`config.mk`:
```
export PLATFORM = sky130hd
export DESIGN_NAME = axi_master_ctrl_flat
export DESIGN_NICKNAME = d
export VERILOG_FILES = /design/src/rtl/axi_pkg.sv /design/src/rtl/axi_if.sv /design/src/rtl/axi_master_ctrl.sv /design/src/flat_wrapper.sv
export SDC_FILE = /design/constraint.sdc
export NUM_CORES = 1
export LEC_CHECK = 0
export ABC_AREA = 0
export BUFFER_PORTS_ARGS = -buffer_cell sky130_fd_sc_hd__buf_4
export CAP_MARGIN = 40
export CORE_AREA = 2 2 113 115
export DETAILED_ROUTE_END_ITERATION = 10
export DIE_AREA = 0 0 115 117
export PLACE_DENSITY_LB_ADDON = 0.25
export SLEW_MARGIN = 20
export SYNTH_ARGS = -nofsm -noshare
export SYNTH_HDL_FRONTEND = slang
export SYNTH_SLANG_ARGS = --single-unit
export TNS_END_PERCENT = 1
```
`constraint.sdc`:
```
create_clock -name aclk -period 1.6 [get_ports aclk]
set_input_delay 0.08 -clock aclk [delete_from_list [all_inputs] [get_ports aclk]]
set_output_delay 0.08 -clock aclk [all_outputs]
set_load 0.01 [all_outputs]
```
`src/rtl/axi_pkg.sv`:
```
// Shared AXI4 types and constants for the subsystem.
// Contents: address/data/length/size/burst/response typedefs, the burst and
// response encodings in use, the 4-byte beat size, and a response-merge
// helper that keeps the first non-OKAY response seen in a transaction.
package axi_pkg;

   typedef logic [31:0] addr_t;
   typedef logic [7:0]  len_t;
   typedef logic [2:0]  size_t;
   typedef logic [1:0]  burst_t;
   typedef logic [31:0] data_t;
   typedef logic [1:0]  resp_t;

   localparam burst_t BURST_FIXED = 2'b00;
   localparam burst_t BURST_INCR  = 2'b01;

   localparam resp_t  RESP_OKAY   = 2'b00;
   localparam resp_t  RESP_SLVERR = 2'b10;

   localparam size_t  SIZE_4B     = 3'b010;

   // First non-OKAY response wins and is never overwritten.
   function automatic resp_t resp_merge(resp_t acc, resp_t incoming);
      return (acc == RESP_OKAY) ? incoming : acc;
   endfunction

endpackage

```
`src/rtl/axi_if.sv`:
```
// AXI4 bus bundle (AR/R/AW/W/B) shared by masters and slaves.
// Ports: aclk, areset_n (same nets as the attached blocks' clock/reset).
// Modports: master drives AR/AW/W payloads+valids and R/B readys;
//           slave drives the complementary signals.
interface axi_if (
   input logic aclk,
   input logic areset_n
);
   import axi_pkg::*;

   addr_t  araddr;
   len_t   arlen;
   size_t  arsize;
   burst_t arburst;
   logic   arvalid;
   logic   arready;

   data_t  rdata;
   resp_t  rresp;
   logic   rlast;
   logic   rvalid;
   logic   rready;

   addr_t  awaddr;
   len_t   awlen;
   size_t  awsize;
   burst_t awburst;
   logic   awvalid;
   logic   awready;

   data_t  wdata;
   logic [3:0] wstrb;
   logic   wlast;
   logic   wvalid;
   logic   wready;

   resp_t  bresp;
   logic   bvalid;
   logic   bready;

   modport master (
      input  aclk, areset_n,
      output araddr, arlen, arsize, arburst, arvalid,
      input  arready,
      input  rdata, rresp, rlast, rvalid,
      output rready,
      output awaddr, awlen, awsize, awburst, awvalid,
      input  awready,
      output wdata, wstrb, wlast, wvalid,
      input  wready,
      input  bresp, bvalid,
      output bready
   );

   modport slave (
      input  aclk, areset_n,
      input  araddr, arlen, arsize, arburst, arvalid,
      output arready,
      output rdata, rresp, rlast, rvalid,
      input  rready,
      input  awaddr, awlen, awsize, awburst, awvalid,
      output awready,
      input  wdata, wstrb, wlast, wvalid,
      output wready,
      output bresp, bvalid,
      input  bready
   );

endinterface

```
`src/rtl/axi_master_ctrl.sv`:
```
// Single-outstanding AXI4 burst master.
// Turns one local command at a time into an AXI read or write burst.
// Ports:
//   aclk, areset_n              clock, async active-low reset
//   cmd_*                       command request/accept (write, addr, len, burst)
//   wr_data/wr_valid/wr_ready   write beats from the local producer
//   rd_data/rd_valid/rd_ready/rd_last  read beats to the local consumer
//   done, done_resp             one-cycle completion pulse + worst response
//   m_axi                       AXI4 master modport
module axi_master_ctrl
   import axi_pkg::*;
#(
   parameter size_t       AXSIZE    = SIZE_4B,
   parameter int unsigned MAX_BEATS = 8
) (
   input  logic   aclk,
   input  logic   areset_n,
   input  logic   cmd_valid,
   output logic   cmd_ready,
   input  logic   cmd_write,
   input  addr_t  cmd_addr,
   input  len_t   cmd_len,
   input  burst_t cmd_burst,
   input  data_t  wr_data,
   input  logic   wr_valid,
   output logic   wr_ready,
   output data_t  rd_data,
   output logic   rd_valid,
   input  logic   rd_ready,
   output logic   rd_last,
   output logic   done,
   output resp_t  done_resp,
   axi_if.master  m_axi
);

   localparam int unsigned CW      = $clog2(MAX_BEATS) + 1;
   localparam len_t        LEN_MAX = len_t'(MAX_BEATS - 1);

   typedef enum logic [2:0] {
      S_IDLE,
      S_AR,
      S_R,
      S_AW,
      S_W,
      S_B,
      S_DONE
   } state_t;

   state_t          state, state_nxt;
   addr_t           addr_q;
   len_t            len_q;
   burst_t          burst_q;
   logic            write_q;
   logic [CW-1:0]   cnt;
   resp_t           resp_q;

   logic cmd_too_long;
   logic cnt_at_len;
   logic ar_hs, r_hs, aw_hs, w_hs, b_hs;

   assign cmd_too_long = (cmd_len > LEN_MAX);
   assign cnt_at_len   = (len_t'(cnt) == len_q);

   assign ar_hs = (state == S_AR) && m_axi.arready;
   assign r_hs  = (state == S_R)  && m_axi.rvalid && rd_ready;
   assign aw_hs = (state == S_AW) && m_axi.awready;
   assign w_hs  = (state == S_W)  && wr_valid && m_axi.wready;
   assign b_hs  = (state == S_B)  && m_axi.bvalid;

   // State register
   always_ff @(posedge aclk or negedge areset_n) begin
      if (!areset_n) begin
         state <= S_IDLE;
      end else begin
         state <= state_nxt;
      end
   end

   // Latched command, beat counter and response accumulator
   always_ff @(posedge aclk or negedge areset_n) begin
      if (!areset_n) begin
         addr_q  <= '0;
         len_q   <= '0;
         burst_q <= '0;
         write_q <= 1'b0;
         cnt     <= '0;
         resp_q  <= RESP_OKAY;
      end else begin
         case (state)
            S_IDLE: begin
               cnt <= '0;
               if (cmd_valid) begin
                  addr_q  <= cmd_addr;
                  len_q   <= cmd_len;
                  burst_q <= cmd_burst;
                  write_q <= cmd_write;
                  // An illegal length completes as SLVERR without touching the bus.
                  resp_q  <= cmd_too_long ? RESP_SLVERR : RESP_OKAY;
               end
            end
            S_R: begin
               if (r_hs) begin
                  cnt    <= cnt + CW'(1);
                  resp_q <= resp_merge(resp_q, m_axi.rresp);
               end
            end
            S_W: begin
               if (w_hs) begin
                  cnt <= cnt + CW'(1);
               end
            end
            S_B: begin
               if (b_hs) begin
                  resp_q <= resp_merge(resp_q, m_axi.bresp);
               end
            end
            default: ;
         endcase
      end
   end

   // Next-state logic
   always_comb begin
      state_nxt = state;
      case (state)
         S_IDLE: begin
            if (cmd_valid) begin
               if (cmd_too_long) begin
                  state_nxt = S_DONE;
               end else if (cmd_write) begin
                  state_nxt = S_AW;
               end else begin
                  state_nxt = S_AR;
               end
            end
         end
         S_AR:   if (ar_hs) state_nxt = S_R;
         // A slave that signals rlast early ends the burst there.
         S_R:    if (r_hs && (m_axi.rlast || cnt_at_len)) state_nxt = S_DONE;
         S_AW:   if (aw_hs) state_nxt = S_W;
         S_W:    if (w_hs && cnt_at_len) state_nxt = S_B;
         S_B:    if (b_hs) state_nxt = S_DONE;
         S_DONE: state_nxt = S_IDLE;
         default: state_nxt = S_IDLE;
      endcase
   end

   // Outputs: valids depend only on state/latched data, never on the matching ready.
   always_comb begin
      cmd_ready = (state == S_IDLE);
      done      = (state == S_DONE);
      done_resp = (state == S_DONE) ? resp_q : RESP_OKAY;

      m_axi.araddr  = addr_q;
      m_axi.arlen   = len_q;
      m_axi.arsize  = AXSIZE;
      m_axi.arburst = burst_q;
      m_axi.arvalid = (state == S_AR);

      m_axi.awaddr  = addr_q;
      m_axi.awlen   = len_q;
      m_axi.awsize  = AXSIZE;
      m_axi.awburst = burst_q;
      m_axi.awvalid = (state == S_AW);

      m_axi.wdata   = wr_data;
      m_axi.wstrb   = '1;
      m_axi.wvalid  = (state == S_W) && wr_valid;
      m_axi.wlast   = (state == S_W) && cnt_at_len;
      wr_ready      = (state == S_W) && m_axi.wready;

      m_axi.rready  = (state == S_R) && rd_ready;
      rd_valid      = (state == S_R) && m_axi.rvalid;
      rd_data       = m_axi.rdata;
      rd_last       = (state == S_R) && m_axi.rlast;

      m_axi.bready  = (state == S_B);
   end

   // write_q is kept as part of the latched command for observability.
   logic unused_ok;
   assign unused_ok = write_q;

endmodule

```
`src/flat_wrapper.sv`:
```
// flat-port wrapper written by rule: the top's interface ports become plain ports
module axi_master_ctrl_flat import axi_pkg::*;
#(
   parameter size_t       AXSIZE    = SIZE_4B,
   parameter int unsigned MAX_BEATS = 8
)
  (aclk, areset_n, cmd_valid, cmd_ready, cmd_write, cmd_addr, cmd_len, cmd_burst, wr_data, wr_valid, wr_ready, rd_data, rd_valid, rd_ready, rd_last, done, done_resp, m_axi_araddr, m_axi_arlen, m_axi_arsize, m_axi_arburst, m_axi_arvalid, m_axi_arready, m_axi_rdata, m_axi_rresp, m_axi_rlast, m_axi_rvalid, m_axi_rready, m_axi_awaddr, m_axi_awlen, m_axi_awsize, m_axi_awburst, m_axi_awvalid, m_axi_awready, m_axi_wdata, m_axi_wstrb, m_axi_wlast, m_axi_wvalid, m_axi_wready, m_axi_bresp, m_axi_bvalid, m_axi_bready);
  axi_if m_axi_i (.aclk(aclk), .areset_n(areset_n));
  input  logic aclk;
  input  logic areset_n;
  input  logic cmd_valid;
  output logic cmd_ready;
  input  logic cmd_write;
  input  addr_t cmd_addr;
  input  len_t cmd_len;
  input  burst_t cmd_burst;
  input  data_t wr_data;
  input  logic wr_valid;
  output logic wr_ready;
  output data_t rd_data;
  output logic rd_valid;
  input  logic rd_ready;
  output logic rd_last;
  output logic done;
  output resp_t done_resp;
  output wire logic [$bits(m_axi_i.araddr)-1:0] m_axi_araddr;
  output wire logic [$bits(m_axi_i.arlen)-1:0] m_axi_arlen;
  output wire logic [$bits(m_axi_i.arsize)-1:0] m_axi_arsize;
  output wire logic [$bits(m_axi_i.arburst)-1:0] m_axi_arburst;
  output wire logic [$bits(m_axi_i.arvalid)-1:0] m_axi_arvalid;
  input wire logic [$bits(m_axi_i.arready)-1:0] m_axi_arready;
  input wire logic [$bits(m_axi_i.rdata)-1:0] m_axi_rdata;
  input wire logic [$bits(m_axi_i.rresp)-1:0] m_axi_rresp;
  input wire logic [$bits(m_axi_i.rlast)-1:0] m_axi_rlast;
  input wire logic [$bits(m_axi_i.rvalid)-1:0] m_axi_rvalid;
  output wire logic [$bits(m_axi_i.rready)-1:0] m_axi_rready;
  output wire logic [$bits(m_axi_i.awaddr)-1:0] m_axi_awaddr;
  output wire logic [$bits(m_axi_i.awlen)-1:0] m_axi_awlen;
  output wire logic [$bits(m_axi_i.awsize)-1:0] m_axi_awsize;
  output wire logic [$bits(m_axi_i.awburst)-1:0] m_axi_awburst;
  output wire logic [$bits(m_axi_i.awvalid)-1:0] m_axi_awvalid;
  input wire logic [$bits(m_axi_i.awready)-1:0] m_axi_awready;
  output wire logic [$bits(m_axi_i.wdata)-1:0] m_axi_wdata;
  output wire logic [$bits(m_axi_i.wstrb)-1:0] m_axi_wstrb;
  output wire logic [$bits(m_axi_i.wlast)-1:0] m_axi_wlast;
  output wire logic [$bits(m_axi_i.wvalid)-1:0] m_axi_wvalid;
  input wire logic [$bits(m_axi_i.wready)-1:0] m_axi_wready;
  input wire logic [$bits(m_axi_i.bresp)-1:0] m_axi_bresp;
  input wire logic [$bits(m_axi_i.bvalid)-1:0] m_axi_bvalid;
  output wire logic [$bits(m_axi_i.bready)-1:0] m_axi_bready;
  assign m_axi_araddr = m_axi_i.araddr;
  assign m_axi_arlen = m_axi_i.arlen;
  assign m_axi_arsize = m_axi_i.arsize;
  assign m_axi_arburst = m_axi_i.arburst;
  assign m_axi_arvalid = m_axi_i.arvalid;
  assign m_axi_i.arready = m_axi_arready;
  assign m_axi_i.rdata = m_axi_rdata;
  assign m_axi_i.rresp = m_axi_rresp;
  assign m_axi_i.rlast = m_axi_rlast;
  assign m_axi_i.rvalid = m_axi_rvalid;
  assign m_axi_rready = m_axi_i.rready;
  assign m_axi_awaddr = m_axi_i.awaddr;
  assign m_axi_awlen = m_axi_i.awlen;
  assign m_axi_awsize = m_axi_i.awsize;
  assign m_axi_awburst = m_axi_i.awburst;
  assign m_axi_awvalid = m_axi_i.awvalid;
  assign m_axi_i.awready = m_axi_awready;
  assign m_axi_wdata = m_axi_i.wdata;
  assign m_axi_wstrb = m_axi_i.wstrb;
  assign m_axi_wlast = m_axi_i.wlast;
  assign m_axi_wvalid = m_axi_i.wvalid;
  assign m_axi_i.wready = m_axi_wready;
  assign m_axi_i.bresp = m_axi_bresp;
  assign m_axi_i.bvalid = m_axi_bvalid;
  assign m_axi_bready = m_axi_i.bready;
  axi_master_ctrl #(.AXSIZE(AXSIZE), .MAX_BEATS(MAX_BEATS)) u_core (.aclk(aclk), .areset_n(areset_n), .cmd_valid(cmd_valid), .cmd_ready(cmd_ready), .cmd_write(cmd_write), .cmd_addr(cmd_addr), .cmd_len(cmd_len), .cmd_burst(cmd_burst), .wr_data(wr_data), .wr_valid(wr_valid), .wr_ready(wr_ready), .rd_data(rd_data), .rd_valid(rd_valid), .rd_ready(rd_ready), .rd_last(rd_last), .done(done), .done_resp(done_resp), .m_axi(m_axi_i));
endmodule
```
==> results by group, run 1 <==
Worst hold path
  • HP Class: input port to flip-flop

Timing
  • Final WS setup: -97.2 ps
  • Final Max Slew Viols: 0
  • Setup-failing EPs final: 2
  • Setup Skew: roughly 5.3 ps
  • Min Tclk post-route: between 1500 and 2000 ps
  • RSZ-0062 raised after global routing: true
  • Hold Fails Final Rpt: 0
  • Post-route setup TNS: -99.8 ps
  • Hold slack: slightly above 7 ps
  • Tcrit/Tclk final: 106%
  • Worst Tran Pin Value: 668 ps
  • Max Clk Rate: 589 MHz
  • Worst slew margin: 55.5%

Place
  • Dpl cell area: 3900 µm²
  • Worst slack at placement: -87.0 ps
  • Placer congestion estimate: 0.716
  • Placed Cells incl. Taps: 509
  • DP Wirelength: ~6.5 mm
  • IO buf count: 154

Power
  • P_leak: roughly 2.1 nW
  • Pwr Density: between 1500 and 2000 nW/µm²
  • Tot Pwr: 8.33 mW
  • Max rail drop VDD: ~0.8 mV

Run status
  • Outcome: finished, violations left
  • Failing checks: negative setup slack

GRT
  • Largest net degree at the start of global routing: 52
  • Tot GR Track Use: between 10% and 20%
  • First-pass GRT wire length: ~11 mm
  • Initial antenna violation count: 0
  • Grt ovf: 0
  • Vias in the first global route: 2139

Worst setup path
  • Required @ worst endpoint: 1520 ps
  • Capture point of the worst path: m_axi_wlast
  • Worst-case reg-to-reg path depth: 4
  • Element type at the critical path start: flip-flop
  • Setup CP Type: flip-flop to primary output
  • Worst Setup SP: u_core.m_axi.arlen[6]
  • Critical path arrival: approximately 1600 ps
  • Worst-path fanout max: 2
  • R2r setup slk: 0 ps
  • Crit end category: primary output
  • Worst reg2reg startpoint: u_core.m_axi.arlen[6]
  • Reg2reg end: u_core.state[2]

Drt
  • DR DRC count: 0
  • Met3 WL: 972 µm
  • Via count: 2303
  • Met2 wire length: 4.34 mm
  • Final ANT Viol Nets: 0
  • DRT Wirelength: 8.20 mm
  • Metal-1 WL: 2.82 mm
  • First-pass iteration count of the detailed router: 4
  • Avg Vias per Cell: 4.29
  • Max Used Layer: met4
  • Iter 0 DRT Violations: 69
  • Routed wire per std cell: 15.3 µm

Finish
  • Most common cell after layout, fill and taps aside: buf_4
  • Commonest cells after routing, fill and taps aside: buf_4 (175), dfrtp_1 (48), mux2_1 (37), dlygate4sd3_1 (19), conb_1 (10)
  • Area of the multi-input gates: 1120 µm²
  • Layout cells sized above 1: 55.0%
  • Fin nets: 509
  • Fill cell count: 1240
  • Register area: 1280 µm²
  • Diode count: 0
  • Final core utilization: 35.1%
  • Post-Layout Inst Area: 4320 µm²
  • Non-Filler Instances: between 500 and 600
  • P&R area growth vs syn: 30.6%

Clocking
  • CTS buffer count: 5
  • TritonCTS clock tree: built
  • Later-pin clock latency in the skew report: roughly 290 ps
  • CTS H-tree depth: 2
  • Reg clk slew, reported paths: 70 ps
  • CTS Buffer Depth: 2
  • Clk Tree Root Cell: clkbuf_16
  • Clk sinks: 51

Yosys
  • Yosys warning count: 0
  • Post-Synthesis Cells: 300
  • Number of synthesized register bits: 51
  • Main flop type after synthesis: dfrtp_1
  • Post-synth EDFFs: 0
  • Syn_area_per_cell: 11.0 µm²
  • Netlist Area Pre-Place: 3310 µm²
  • Yosys cell types: 45
  • Seq/Total Area, Yosys: 38.6%
  • Asr flop ratio synth: 100%

Floorplan
  • I/O pin count: 293
  • Core area: 12300 µm²
  • Initial core utilization: 26.9%
  • Die outline area: 13500 µm²
  • Die Wd: ~120 µm
  • Die Span Y: 117 µm
  • Row cnt: 41

Flow run
  • Max-Cap Viols: 0
## state kept, by name, indices dropped and copies added (netlist names)
signal                flops
u_core.m_axi.araddr      32
u_core.m_axi.arlen        8
u_core.cnt                4
u_core.state              3
u_core.m_axi.arburst      2
u_core.resp_q             2
## final cells by class
cell class	instances	share of cell area [%]
Timing Repair Buffer	197	36.0
Sequential cell	51	29.6
Multi-Input combinational cell	126	26.0
Tap cell	150	4.34
Clock buffer	8	3.62
Inverter	5	0.434
## Yosys cell counts, types with 2 or more instances
cell	count	area, µm²
nor3_1	6	30.0
and3_1	5	31.3
dfrtp_1	51	1280
buf_6	6	67.6
nor2b_1	2	12.5
nand2b_1	2	12.5
mux2_2	8	90.1
o31ai_1	2	15.0
inv_1	5	18.8
and2_1	5	31.3
mux2i_1	2	20.0
a32oi_1	4	35.0
buf_4	117	878
o21ai_0	4	20.0
o22ai_1	2	12.5
conb_1	2	7.51
xor2_1	4	35.0
mux2_1	38	428
nor2_1	7	26.3
nand2_1	3	11.3
## where the power goes
group / switching, mW / internal (mW)
combinational: 2.00 / 2.70
clock: 0.456 / 0.667
sequential: 0.582 / 1.93
## logic make-up after synthesis
| logic type | share of synthesized area [%] |
|---|---|
| AOI/OAI and AO/OA | 5.60 |
| xor gates and xnor gates | 1.06 |
| adders and majority gates | 0.378 |
| buffers and inverters | 30.3 |
| DFF | 38.6 |
| muxes | 16.3 |
| other | 0.227 |
| and+or+nand+nor | 7.56 |
## routing by layer
| layer | vias to the layer above | track usage [%] |
|---|---|---|
| met5 | - | 0 |
| met4 | 0 | 2.49 |
| met3 | 10 | 5.10 |
| met2 | 143 | 20.1 |
| met1 | 1090 | 11.6 |
| li1 | 1060 | - |
## worst min-delay path by stage
| stage | slack, ps | cells after the start | startpoint | to |
|---|---|---|---|---|
| finish | 7 | 2 | cmd_burst[1] | u_core.m_axi.arburst[1] |
| global route | 7 | 2 | cmd_addr[15] | u_core.m_axi.araddr[15] |
| floorplan | -220 | 0 | areset_n | u_core.cnt[0] |
| CTS | 1 | 2 | cmd_addr[22] | u_core.m_axi.araddr[22] |
| detailed placement | 160 | 0 | wr_data[22] | m_axi_wdata[22] |
| global placement | 160 | 0 | wr_data[22] | m_axi_wdata[22] |
## timing repair
item,in CTS,in global routing
hold buffers,18,1
endpoints found under the hold margin,68,1
gates resized for setup,7,8
buffers inserted,0,1
setup endpoints to repair,56,30
pin swaps,4,5
## worst max-delay path, cell delays in order, from the launching register on
cell and delay, ps:
dfrtp_1 380, or4_4 550, nor2_1 90, and3_1 180, buf_4 130
No activity file was read; power rests on OpenSTA's default activity.
==> run 2: changes to the inputs <==
- CORE_AREA: 2 2 113 115 -> 2 2 115 117
- DIE_AREA: 0 0 115 117 -> 0 0 117 119
- clock period: 1.6 -> 1.8 ns (I/O delays scaled with it)
==> results by group, run 2 (synthesis gave the netlist of run 1 again) <==
Timing
  • Setup Skew: 6.31 ps (was 5.26 ps)
  • Worst slew margin: 54.4% (was 55.5%)
  • Min Tclk post-route: 1730 ps
  • Final Max Slew Viols: 0 (unchanged)
  • RSZ-0062 raised after global routing: true (unchanged)
  • Worst Tran Pin Value: 684 ps (was 668 ps)
  • Setup-failing EPs final: 0 (was 2)
  • Max Clk Rate: 579 MHz
  • Tcrit/Tclk final: 95.9%
  • Hold Fails Final Rpt: 0 (unchanged)
  • Final WS setup: 73.5 ps (was -97.2 ps)

Worst setup path
  • Worst-path fanout max: 4 (was 2)
  • Required @ worst endpoint: 1710 ps (was 1520 ps)
  • Element type at the critical path start: flip-flop (unchanged)
  • Critical path buffers and inverters: 1 (unchanged)
  • Crit end category: primary output (unchanged)
  • Worst-case reg-to-reg path depth: 4 (unchanged)
  • Slowest cell on crit path: or4_4 (unchanged)
  • Largest stage delay on the critical path: 560 ps (was 550 ps)
  • Setup CP Type: flip-flop to primary output (unchanged)
  • CP top delay family: simple AND/OR/NAND/NOR gates (unchanged)
  • Crit-path cells: or4_4 > nor2_1 > and3_1 > buf_6 (was or4_4 > nor2_1 > and3_1 > buf_4)
  • R2r setup slk: 120 ps (was 0 ps)
  • Critical path arrival: 1640 ps (was 1620 ps)
  • Reg2reg end: u_core.state[1] (was u_core.state[2])
  • Worst reg2reg startpoint: u_core.m_axi.arlen[4] (was u_core.m_axi.arlen[6])

Place
  • Worst slack at placement: 120 ps (was -87.0 ps)
  • Dpl cell area: 3820 µm² (was 3900 µm²)
  • IO buf count: 154 (unchanged)
  • DP Wirelength: 6.33 mm (was 6.49 mm)
  • Placer congestion estimate: 0.792 (was 0.716)

Floorplan
  • Row cnt: 42 (was 41)
  • Die Wd: 117 µm (was 115 µm)
  • Die Span Y: 119 µm (was 117 µm)
  • Initial core utilization: 25.7% (was 26.9%)
  • Die outline area: 13900 µm² (was 13500 µm²)
  • Core area: 12900 µm² (was 12300 µm²)
  • I/O pin count: 293 (unchanged)

Finish
  • Max reg flops: 32 (unchanged)
  • Commonest cells after routing, fill and taps aside: buf_4 (163), dfrtp_1 (49), mux2_1 (38), dlygate4sd3_1 (29), conb_1 (10) (was buf_4 (175), dfrtp_1 (48), mux2_1 (37), dlygate4sd3_1 (19), conb_1 (10))
  • Diode count: 0 (unchanged)
  • Final core utilization: 33.5% (was 35.1%)
  • Post-Layout Inst Area: 4310 µm² (was 4320 µm²)
  • Fin nets: 507 (was 509)
  • Layout cells sized above 1: 51.2% (was 55.0%)
  • P&R area growth vs syn: 30.3% (was 30.6%)
  • Most common cell after layout, fill and taps aside: buf_4 (unchanged)
  • Fill cell count: 1315 (was 1240)

Drt
  • Iter 0 DRT Violations: 58 (was 69)
  • Avg Vias per Cell: 4.20 (was 4.29)
  • Final ANT Viol Nets: 0 (unchanged)
  • DR DRC count: 0 (unchanged)
  • DRT Wirelength: 8.33 mm (was 8.20 mm)
  • Via count: 2354 (was 2303)
  • Routed wire per std cell: 14.9 µm (was 15.3 µm)
  • First-pass iteration count of the detailed router: 4 (unchanged)

GRT
  • First-pass GRT wire length: 12.1 mm (was 11.3 mm)
  • Vias in the first global route: 2293 (was 2139)
  • Tot GR Track Use: 11.3% (was 11.0%)
  • Grt ovf: 0 (unchanged)
  • Largest net degree at the start of global routing: 52 (unchanged)
  • Initial antenna violation count: 0 (unchanged)

Clocking
  • CTS H-tree depth: 2 (unchanged)
  • Reg clk slew, reported paths: 70 ps (about the same)
  • CTS Buffer Depth: 2 (unchanged)
  • Clk sinks: 51 (unchanged)
  • Clk Tree Root Cell: clkbuf_16 (unchanged)
  • TritonCTS clock tree: built (unchanged)
  • Later-pin clock latency in the skew report: 300 ps (was 290 ps)
  • CTS buffer count: 5 (unchanged)

Run status
  • Outcome: finished clean (was finished, violations left)

Power
  • Max rail drop VDD: 0.625 mV (was 0.812 mV)
  • Tot Pwr: 7.27 mW (was 8.33 mW)
  • P_leak: 2.06 nW (was 2.09 nW)
  • Pwr Density: 1690 nW/µm² (was 1930 nW/µm²)

Worst hold path
  • HP Class: input port to flip-flop (unchanged)
  • Hold path endpoint: u_core.m_axi.araddr[24] (was u_core.m_axi.arburst[1])
  • Hold Path Depth: 2 (unchanged)
  • Hold_sp: cmd_addr[24] (was cmd_burst[1])

Flow run
  • Max-Cap Viols: 0 (unchanged)
-- run 2: changes by cell type in the layout (fill, tap and decap cells not counted), sizes merged --
| cell | delta |
|---|---|
| clkinvlp | +1 |
| inv | +1 |
| clkbuf | -2 |
| buf | -13 |
| dlygate4sd3 | +10 |
| bufinv | +1 |
-- run 2: cell type report --
class / count / area, µm² / area share [%]
well taps: 176 / 220 / 5.11
clock inverters: 3 / 46.3 / 1.07
repair buffers: 195 / 1550 / 36.0
clock buffers: 5 / 125 / 2.90
inverters: 5 / 18.8 / 0.436
flip-flops and latches: 51 / 1280 / 29.7
multi-input cells: 126 / 1070 / 24.8
-- run 2: worst register-to-register path: stages, from the launching register on --
cell and delay [ps]:
dfrtp_1 420, or4_4 560, o22ai_2 190, o211ai_2 130, a221oi_2 290
-- run 2: repair_timing --
action | CTS | global route
setup buffers | 0 | 2
pin swaps | 0 | 3
gates resized for setup | 3 | 2
endpoints found under the hold margin | 79 | 0
setup endpoints to repair | 2 | 3
hold buffers | 29 | 0
-- run 2: worst max-delay path by stage --
| stage | start | end | slack (ps) | cells past startpoint |
|---|---|---|---|---|
| floorplan | u_core.state[2] | u_core.m_axi.arlen[7] | 110 | 5 |
| global placement | u_core.state[2] | u_core.m_axi.araddr[24] | 160 | 4 |
| detailed placement | u_core.state[2] | u_core.m_axi.araddr[13] | 120 | 4 |
| CTS | u_core.m_axi.arlen[3] | m_axi_wlast | 30 | 4 |
| global route | u_core.m_axi.arlen[4] | m_axi_wlast | -10 | 4 |
| finish | u_core.m_axi.arlen[4] | m_axi_wlast | 70 | 4 |
-- run 2: routing by layer --
layer	vias up	share of wire [%]	global-route usage, %
met4	0	1.8	4.34
met5	-	0	0
li1	1049	-	-
met1	1130	37	12.3
met2	156	51	19.7
met3	19	10	4.27
-- run 2: through the flow --
stage,std cells,TNS (ps),hold slack (ps)
CTS,559,0,0.0704
finish,561,0,10.8
floorplan,308,0,-206
global placement,522,0,180
detailed placement,522,0,180
global route,561,-13.8,3.42
-- run 2: report_power, final --
group	internal [mW]	switching, mW	total, mW
logic	2.19	1.70	3.90
registers	1.71	0.536	2.25
clock network	0.662	0.469	1.13
total	4.57	2.71	7.27
==> run 3: changes to the inputs <==
- CORE_AREA: 2 2 115 117 -> 2 2 112 114
- DIE_AREA: 0 0 117 119 -> 0 0 114 116
- clock period: 1.8 -> 2.09 ns (I/O delays scaled with it)
==> results by group, run 3 (synthesis gave the netlist of run 1 again) <==
Place
  • Placer congestion estimate: 0.795 (was 0.792)
  • IO buf count: 154 (unchanged)
  • Worst slack at placement: 279 ps (was 120 ps)
  • DP Wirelength: 6.64 mm (was 6.33 mm)
  • Placed Cells incl. Taps: 487 (was 522)

Finish
  • Commonest cells after routing, fill and taps aside: buf_4 (157), dfrtp_1 (51), mux2_1 (38), conb_1 (10), mux2_2 (8) (was buf_4 (163), dfrtp_1 (49), mux2_1 (38), dlygate4sd3_1 (29), conb_1 (10))
  • Layout cells sized above 1: 53.0% (was 51.2%)
  • Final core utilization: 32.9% (was 33.5%)
  • Most common cell after layout, fill and taps aside: buf_4 (unchanged)
  • Fill cell count: 1226 (was 1315)
  • Non-Filler Instances: 496 (was 561)
  • Max reg flops: 32 (unchanged)
  • Diode count: 0 (unchanged)
  • P&R area growth vs syn: 18.4% (was 30.3%)
  • Fin nets: 471 (was 507)

Worst setup path
  • R2r setup slk: 260 ps (was 120 ps)
  • Critical path arrival: 1790 ps (was 1640 ps)
  • Worst reg2reg startpoint: u_core.state[0] (was u_core.m_axi.arlen[4])
  • Reg2reg end: u_core.resp_q[1] (was u_core.state[1])
  • Required @ worst endpoint: 1990 ps (was 1710 ps)
  • Worst-case reg-to-reg path depth: 4 (unchanged)
  • Worst-path fanout max: 15 (was 4)
  • Element type at the critical path start: flip-flop (unchanged)
  • Setup CP Type: flip-flop to primary output (unchanged)
  • Crit end category: primary output (unchanged)

Timing
  • Max Clk Rate: 527 MHz
  • Final Max Slew Viols: 0 (unchanged)
  • Final WS setup: 193 ps (was 73.5 ps)
  • Hold Fails Final Rpt: 0 (unchanged)
  • Setup Skew: 3.85 ps (was 6.31 ps)
  • Post-route setup TNS: 0 ps (unchanged)
  • Tcrit/Tclk final: 90.8%
  • RSZ-0062 raised after global routing: false (was true)
  • Min Tclk post-route: 1900 ps
  • Worst Tran Pin Value: 685 ps (was 684 ps)
  • Worst slew margin: 54.3% (was 54.4%)
  • Setup-failing EPs final: 0 (unchanged)

Clocking
  • CTS buffer count: 5 (unchanged)
  • Reg clk slew, reported paths: 70 ps (about the same)
  • CTS H-tree depth: 2 (unchanged)
  • CTS Buffer Depth: 2 (unchanged)
  • Later-pin clock latency in the skew report: 280 ps (was 300 ps)
  • Buffer count from post-CTS setup fixing: 0 (unchanged)
  • Post-CTS Resized: 0 (was 3)
  • Clk Tree Root Cell: clkbuf_16 (unchanged)
  • Clk sinks: 51 (unchanged)
  • Post-CTS Hold Buffers: 1 (was 29)
  • TritonCTS clock tree: built (unchanged)

Floorplan
  • I/O pin count: 293 (unchanged)
  • Die Wd: 114 µm (was 117 µm)
  • Core area: 11900 µm² (was 12900 µm²)
  • Die outline area: 13200 µm² (was 13900 µm²)
  • Initial core utilization: 27.8% (was 25.7%)
  • Die Span Y: 116 µm (was 119 µm)
  • Row cnt: 40 (was 42)

Power
  • Sequential power share: 32.4% (was 30.9%)
  • NetSw: 2.26 mW (was 2.71 mW)
  • Switch share: 37.2% (about the same)
  • Max rail drop VDD: 0.629 mV (was 0.625 mV)
  • P_leak: 1.91 nW (was 2.06 nW)
  • Tot Pwr: 6.07 mW (was 7.27 mW)
  • Int Pwr: 3.81 mW (was 4.57 mW)
  • Power share of the clock group: 15.4% (was 15.5%)
  • Comb pwr share: 52.2% (was 53.6%)
  • Pwr Density: 1550 nW/µm² (was 1690 nW/µm²)

GRT
  • Initial antenna violation count: 0 (unchanged)
  • Vias in the first global route: 2076 (was 2293)
  • Tot GR Track Use: 11.5% (was 11.3%)
  • First-pass GRT wire length: 11.8 mm (was 12.1 mm)
  • Grt ovf: 0 (unchanged)
  • Largest net degree at the start of global routing: 52 (unchanged)

Worst hold path
  • Hold Path Depth: 2 (unchanged)
  • Hold path endpoint: u_core.m_axi.araddr[8] (was u_core.m_axi.araddr[24])
  • Hold_sp: cmd_addr[8] (was cmd_addr[24])
  • HP Class: input port to flip-flop (unchanged)

Drt
  • Avg Vias per Cell: 4.43 (was 4.20)
  • Via count: 2199 (was 2354)
  • Routed wire per std cell: 16.6 µm (was 14.9 µm)
  • DR DRC count: 0 (unchanged)
  • Final ANT Viol Nets: 0 (unchanged)
  • Iter 0 DRT Violations: 63 (was 58)
  • First-pass iteration count of the detailed router: 4 (unchanged)
  • DRT Wirelength: 8.25 mm (was 8.33 mm)

Run status
  • Outcome: finished clean (unchanged)

Flow run
  • Max-Cap Viols: 0 (unchanged)
==> run 3: routing by layer <==
metal	part of all wire, %	global-route usage (%)	up-vias
met5	0	0	-
met3	14	5.65	4
li1	-	-	984
met4	0.69	2.44	0
met1	35	12.8	1041
met2	50	20.2	170
==> run 3: metrics by stage <==
| step | instance area, µm² | hold slack, ps |
|---|---|---|
| after floorplan | 3340 | -191 |
| after CTS | 3920 | 23.6 |
| after global routing | 3920 | 23.2 |
| after global placement | 3740 | 193 |
| final | 3920 | 28.7 |
| after detailed placement | 3740 | 199 |
==> run 3: critical path, stage by stage (launching register included) <==
cell     delay, ps
dfrtp_1        650
inv_1          200
nor3_1         350
and2_1         190
buf_4          120
==> run 3: final cells by class <==
class                      count  area (µm²)  area share (%)
tap                          147         184            4.70
clock buffer                   5         125            3.19
timing repair buffer         159        1210            30.9
multi-input combinational    126        1060            27.1
sequential                    51        1280            32.6
inverter                       5        18.8           0.479
clock inverter                 3        43.8            1.12
==> run 3: worst max path at each step <==
| stage | startpoint | to | slack (ps) |
|---|---|---|---|
| floorplan | u_core.state[2] | u_core.m_axi.arlen[7] | 400 |
| global placement | u_core.state[1] | u_core.m_axi.araddr[20] | 350 |
| detailed placement | u_core.state[0] | u_core.resp_q[1] | 280 |
| CTS | u_core.state[1] | done_resp[1] | 180 |
| global route | u_core.state[1] | done_resp[1] | 20 |
| finish | u_core.state[1] | done_resp[1] | 190 |
==> run 3: power groups by stage <==
| stage | sequential [mW] | clock (mW) | combinational [mW] |
|---|---|---|---|
| global route | 2.07 | 1.01 | 3.45 |
| floorplan | 2.03 | 0 | 2.18 |
| detailed placement | 2.01 | 0 | 3.21 |
| CTS | 1.99 | 0.977 | 3.22 |
| finish | 1.97 | 0.938 | 3.17 |
| global placement | 1.98 | 0 | 3.20 |
